`config.mk`:
```
export PLATFORM = sky130hd
export DESIGN_NAME = f1_light_sequencer
export DESIGN_NICKNAME = d
export VERILOG_FILES = /design/src/rtl/f1_pkg.sv /design/src/rtl/prbs7_gen.sv /design/src/rtl/f1_light_sequencer.sv
export SDC_FILE = /design/constraint.sdc
export NUM_CORES = 1
export LEC_CHECK = 0
export CAP_MARGIN = 20
export CORE_ASPECT_RATIO = 1.5
export CORE_UTILIZATION = 62
export DETAILED_ROUTE_END_ITERATION = 7
export DONT_BUFFER_PORTS = 1
export PLACE_DENSITY_LB_ADDON = 0.08
export SYNTH_ARGS = -nofsm -noshare
export SYNTH_HDL_FRONTEND = slang
export SYNTH_SLANG_ARGS = --single-unit
```
`constraint.sdc`:
```
create_clock -name clk -period 1.8 [get_ports clk]
set_input_delay 0.36 -clock clk [delete_from_list [all_inputs] [get_ports clk]]
set_output_delay 0.36 -clock clk [all_outputs]
set_load 0.02 [all_outputs]
```
`src/rtl/f1_pkg.sv`:
```
// Shared types and constants for the F1 start-light sequencer.
// Contents: FSM state enum, PRBS7 seed/taps, PRBS7 next-state helper.
package f1_pkg;

  typedef enum logic [2:0] {
    IDLE     = 3'd0,
    LIGHT_UP = 3'd1,
    HOLD     = 3'd2,
    GO       = 3'd3,
    DONE     = 3'd4
  } f1_state_e;

  localparam int unsigned PRBS_W     = 7;
  localparam logic [6:0]  PRBS_SEED  = 7'h01;
  localparam int unsigned PRBS_TAP_A = 6;
  localparam int unsigned PRBS_TAP_B = 2;

  // Maximal-length x^7 + x^3 + 1 step; period 127, never reaches zero from a non-zero seed.
  function automatic logic [6:0] prbs7_next(input logic [6:0] q);
    return {q[5:0], q[PRBS_TAP_A] ^ q[PRBS_TAP_B]};
  endfunction

endpackage

```
`src/rtl/prbs7_gen.sv`:
```
// 7-bit maximal-length PRBS generator, reusable random-delay source.
// Ports: clk, rst_n (async active-low), en (advance enable), q (current PRBS value).
module prbs7_gen
  import f1_pkg::*;
(
  input  logic       clk,
  input  logic       rst_n,
  input  logic       en,
  output logic [6:0] q
);

  // PRBS state register; reset seeds a non-zero value.
  always_ff @(posedge clk or negedge rst_n) begin
    if (!rst_n) begin
      q <= PRBS_SEED;
    end else if (en) begin
      q <= prbs7_next(q);
    end
  end

endmodule

```
`src/rtl/f1_light_sequencer.sv`:
```
// F1 start-light controller: lights lamps one per tick, holds for a random
// (or fixed, with F1_FIXED_DELAY_EN) number of ticks, then measures reaction
// time in clk cycles until stop, flagging false starts.
// Ports: clk, rst_n (async active-low), trigger, tick, stop (inputs);
//        lights, busy, rt_valid, rt_count, false_start (registered outputs).
// Build option: define F1_FIXED_DELAY_EN to hold for FIXED_DELAY ticks.
module f1_light_sequencer
  import f1_pkg::*;
#(
  parameter int unsigned N_LIGHTS    = 8,
  parameter int unsigned DELAY_W     = 7,
  parameter int unsigned RT_W        = 16,
  parameter int unsigned FIXED_DELAY = 5
) (
  input  logic                clk,
  input  logic                rst_n,
  input  logic                trigger,
  input  logic                tick,
  input  logic                stop,
  output logic [N_LIGHTS-1:0] lights,
  output logic                busy,
  output logic                rt_valid,
  output logic [RT_W-1:0]     rt_count,
  output logic                false_start
);

`ifdef F1_FIXED_DELAY_EN
  localparam bit USE_FIXED = 1'b1;
`else
  localparam bit USE_FIXED = 1'b0;
`endif

  f1_state_e             state, state_nxt;
  logic [N_LIGHTS-1:0]   lights_nxt;
  logic                  busy_nxt;
  logic                  rt_valid_nxt;
  logic [RT_W-1:0]       rt_count_nxt;
  logic                  false_start_nxt;
  logic [DELAY_W-1:0]    dly_cnt, dly_cnt_nxt;
  logic [RT_W-1:0]       rt_cnt, rt_cnt_nxt;
  logic [PRBS_W-1:0]     prbs_q;
  logic [DELAY_W-1:0]    delay_src;

  // Free-running random source; advancing every clk lets human timing pick the delay.
  prbs7_gen u_prbs (
    .clk   (clk),
    .rst_n (rst_n),
    .en    (1'b1),
    .q     (prbs_q)
  );

  assign delay_src = USE_FIXED ? DELAY_W'(FIXED_DELAY) : DELAY_W'(prbs_q);

  // State and output registers.
  always_ff @(posedge clk or negedge rst_n) begin
    if (!rst_n) begin
      state       <= IDLE;
      lights      <= '0;
      busy        <= 1'b0;
      rt_valid    <= 1'b0;
      rt_count    <= '0;
      false_start <= 1'b0;
      dly_cnt     <= '0;
      rt_cnt      <= '0;
    end else begin
      state       <= state_nxt;
      lights      <= lights_nxt;
      busy        <= busy_nxt;
      rt_valid    <= rt_valid_nxt;
      rt_count    <= rt_count_nxt;
      false_start <= false_start_nxt;
      dly_cnt     <= dly_cnt_nxt;
      rt_cnt      <= rt_cnt_nxt;
    end
  end

  // Next-state and output logic; stop outranks tick in LIGHT_UP/HOLD.
  always_comb begin
    state_nxt       = state;
    lights_nxt      = lights;
    rt_valid_nxt    = 1'b0;
    rt_count_nxt    = rt_count;
    false_start_nxt = false_start;
    dly_cnt_nxt     = dly_cnt;
    rt_cnt_nxt      = rt_cnt;

    case (state)
      IDLE: begin
        if (trigger) begin
          lights_nxt      = '0;
          false_start_nxt = 1'b0;
          state_nxt       = LIGHT_UP;
        end
      end
      LIGHT_UP: begin
        if (stop) begin
          lights_nxt      = '0;
          false_start_nxt = 1'b1;
          state_nxt       = IDLE;
        end else if (tick) begin
          lights_nxt = {lights[N_LIGHTS-2:0], 1'b1};
          // This tick lights the last lamp.
          if (&lights[N_LIGHTS-2:0]) begin
            dly_cnt_nxt = delay_src;
            state_nxt   = HOLD;
          end
        end
      end
      HOLD: begin
        if (stop) begin
          lights_nxt      = '0;
          false_start_nxt = 1'b1;
          state_nxt       = IDLE;
        end else if (tick) begin
          dly_cnt_nxt = dly_cnt - DELAY_W'(1);
          if (dly_cnt == DELAY_W'(1)) begin
            lights_nxt = '0;
            rt_cnt_nxt = '0;
            state_nxt  = GO;
          end
        end
      end
      GO: begin
        if (stop) begin
          rt_count_nxt = rt_cnt;
          rt_valid_nxt = 1'b1;
          state_nxt    = DONE;
        end else if (rt_cnt != {RT_W{1'b1}}) begin
          rt_cnt_nxt = rt_cnt + RT_W'(1);
        end
      end
      DONE: begin
        state_nxt = IDLE;
      end
      default: begin
        state_nxt = IDLE;
      end
    endcase

    busy_nxt = (state_nxt == LIGHT_UP) || (state_nxt == HOLD) || (state_nxt == GO);
  end

endmodule

```
==> run_results.csv <==
group,metric,value,unit
finish,n_antenna_cell,0,
hold_path,worstHoldStart,"stop",
floorplan,fp.dieH,84.9,um
yosys,synth.yosys.seq_area_share,0.530,
clocking,cts_buffer_depth,2,
worst_setup_path,worstRegToRegCells,5,
worst_setup_path,worst-path-buf-inv,0,
route,drt_first_pass_iters,6,
sta,maxSlewViolCount,0,
sta,setup_tns,0,ns
sta,fin_crit_sh,0.952,
worst_setup_path,cp.required,2.05,ns
worst_setup_path,crit_family,"simple AND/OR/NAND/NOR gates",
finish,instances_no_fill,341,
floorplan,initial_core_util,0.657,
clocking,clock_sinks,60,
sta,timing.fmax,583,MHz
yosys,synth_seq_cells,60,
clocking,cts_root_buffer,"clkbuf_8",
finish,fillers,308,
hold_path,hold_depth,1,
power,powerDensity,833,nW/um^2
placed_design,place_congestion,0.816,
yosys,yosys.cell_types.count,54,
worst_setup_path,crit_path_top_delay_cell,"or4_1",
clocking,path_clk_slew,0.06,ns
sta,finalCriticalPeriod,1.71,ns
placed_design,dp_cells,324,
route,avgViaCountPerCell,6.32,
outcome,violations,"design-rule violations",
route,wirelength,5.65,mm
yosys,synth_top_cell_by_area,"dfrtp_1",
worst_setup_path,worst_setup_path_end_kind,"flop",
yosys,syn-cell-area,2840,um^2
route,wl_met3,169,um
global_routing,grt_pass1_vias,2094,
clocking,cts_tree,"yes",
yosys,synth_area_leaders,"dfrtp_1, mux2_1, o211ai_1, inv_1, a22o_1",
floorplan,rows,29,
sta,grt_setup_unrepaired,"false",
sta,max_slew.worst_pin.slew,0.441,ns
worst_setup_path,r2r_end,"rt_cnt[14]",
yosys,syn_nets,269,
route,num_vias,2156,
finish,syn2layout_area_growth,15.9,%
worst_setup_path,r2r_setup_slack,0.09,ns
global_routing,grt_max_degree,61,
route,drt_iter0_drc,67,
global_routing,antenna_found_initial,0,
yosys,ys_warn_count,0,
placed_design,dpl.hpwl,3.89,mm
sta,final_hold_viol_count,0,
clocking,cts_buffers,9,
finish,fin_util,0.762,
floorplan,die_area,4860,um^2
worst_setup_path,worst-path-max-fanout,6,
yosys,synth_top_area_frac,0.520,
yosys,syn-instance-count,261,
clocking,h-tree-depth,3,
worst_setup_path,crit_chain,"ha_1, and3_1, nand3_2, or4_1, o211ai_1",
global_routing,grt.total_usage,0.257,
power,peakVddDrop,710,uV
placed_design,portBuffers,0,
worst_setup_path,start_kind,"flop",
run,cap_violations,0,
finish,drive_gt1_frac,0.183,
floorplan,ios,32,
yosys,synth-edff-count,0,
outcome,outcome,"finished, violations left",
floorplan,core_area,4320,um^2
route,wl_met1,2.26,mm
hold_path,hp-class,"primary input to flop",
yosys,synth_ff_type,"dfrtp_1",
floorplan,die_width,57.2,um
worst_setup_path,r2r-start,"rt_cnt[1]",
power,p_leak,0.00165,uW
sta,maxSlewHeadroom,0.705,
route,ant_nets,0,
yosys,synth.most_common_cell,"dfrtp_1",
route,routed.top_layer,"met4",
finish,final_nets,300,
yosys,yosys-top-cells-count,"dfrtp_1, inv_1, mux2_1",
sta,timing.hold.ws,0.0943,ns
global_routing,overflow,0,
global_routing,grt_pass1_wl,9.25,mm
worst_setup_path,cp_slowest_stage_delay,0.50,ns
route,wl_per_cell,16.6,um
hold_path,whs_endpoint,"state[1]",
yosys,synthArstFlopShare,1.00,
worst_setup_path,worstSetupPathType,"flop to flop",
worst_setup_path,cp_data_arrival_time,1.97,ns
route,dr_wl_met2,3.08,mm
route,drc,1,
yosys,syn_avg_cell_area,10.9,um^2
sta,setup_viol,0,
clocking,worstSkewPairLatency,0.34,ns
sta,skew,0.00690,ns
## worst register-to-register path, stage by stage, from the launching register on
cell and delay, ns:
dfrtp_1 0.40, ha_1 0.21, and3_1 0.25, nand3_2 0.17, or4_1 0.50, o211ai_1 0.10
## cell families (layout without fill, tap and decap cells)
kind of cell / after synthesis / count (layout) / share of synthesized area
flip-flops: 60 / 60 / 0.530
buffers and inverters: 34 / 68 / 0.0511
multiplexers: 20 / 20 / 0.0780
AO/OA/AOI/OAI: 67 / 67 / 0.174
AND/OR/NAND/NOR: 76 / 76 / 0.151
XOR/XNOR: 1 / 1 / 0.00309
adder cells (fa/ha/maj): 3 / 3 / 0.0132
## registers in the layout, summed over array words and instances (netlist names)
name         flops
rt_cnt          16
rt_count        16
lights           8
dly_cnt          7
u_prbs.q         7
state            3
busy             1
false_start      1
rt_valid         1
## cell usage in the layout, fill, tap and decap left out, drive strengths merged, types with 2 or more instances in the layout
cell	count
dfrtp	59
buf	30
inv	23
mux2	17
nand2	15
nor2	15
o21ai	13
o211ai	12
clkbuf	12
nand3	10
a21oi	7
a22o	7
nor3	6
o22ai	6
or4	6
a31oi	6
o31ai	4
mux2i	3
a211oi	3
ha	3
nand4	2
nor4	2
nand4b	2
nand2b	2
and2	2
and3	2
and4	2
or3	2
nor3b	2
or2	2
a2bb2oi	2
## cell type report
type | count | area, um^2 | area share
clock buffers | 12 | 155 | 0.0472
flip-flops and latches | 60 | 1500 | 0.457
multi-input cells | 167 | 1200 | 0.364
repair buffers | 31 | 255 | 0.0776
well taps | 46 | 57.6 | 0.0175
inverters | 23 | 86.3 | 0.0262
clock inverters | 2 | 35.0 | 0.0107
## power breakdown
| group | internal, uW | total, uW | switching (uW) |
|---|---|---|---|
| Combinational | 73.6 | 166 | 92.8 |
| Sequential | 1370 | 1410 | 35.6 |
| Clock | 697 | 1160 | 467 |
## how the worst max path moves through the flow
stage	from	endpoint	slack, ns	depth (start not counted)
5_1_grt	state[0]	rt_count[5]	0.0005	4
6_report	rt_cnt[1]	rt_cnt[14]	0.09	5
4_1_cts	rt_cnt[1]	rt_cnt[14]	0.05	5
2_1_floorplan	lights[6]	dly_cnt[1]	0.03	5
3_3_place_gp	dly_cnt[4]	rt_cnt[10]	0.13	6
3_5_place_dp	rt_cnt[1]	rt_cnt[14]	0.07	5
## routing by layer
metal,vias up,track usage
met5,-,0
met4,0,0.149
met3,12,0.0671
met2,47,0.451
met1,1069,0.272
li1,1028,-
## what timing repair did
action                     in CTS  in global routing
gates resized for setup         0                  2
buffers inserted                0                  1
hold endpoints to repair       60                  0
hold buffers                    2                  0
setup endpoints to repair       0                 13
## stage by stage
step                worst slack, ns  cell area [um^2]  total power [uW]
detailed placement           0.0674              3050              1560
global placement              0.133              3050              1550
finish                       0.0857              3290              2740
global route               0.000468              3290              2830
floorplan                    0.0312              2840              1520
CTS                          0.0457              3270              2750
Power figures use the tool's default switching activity.
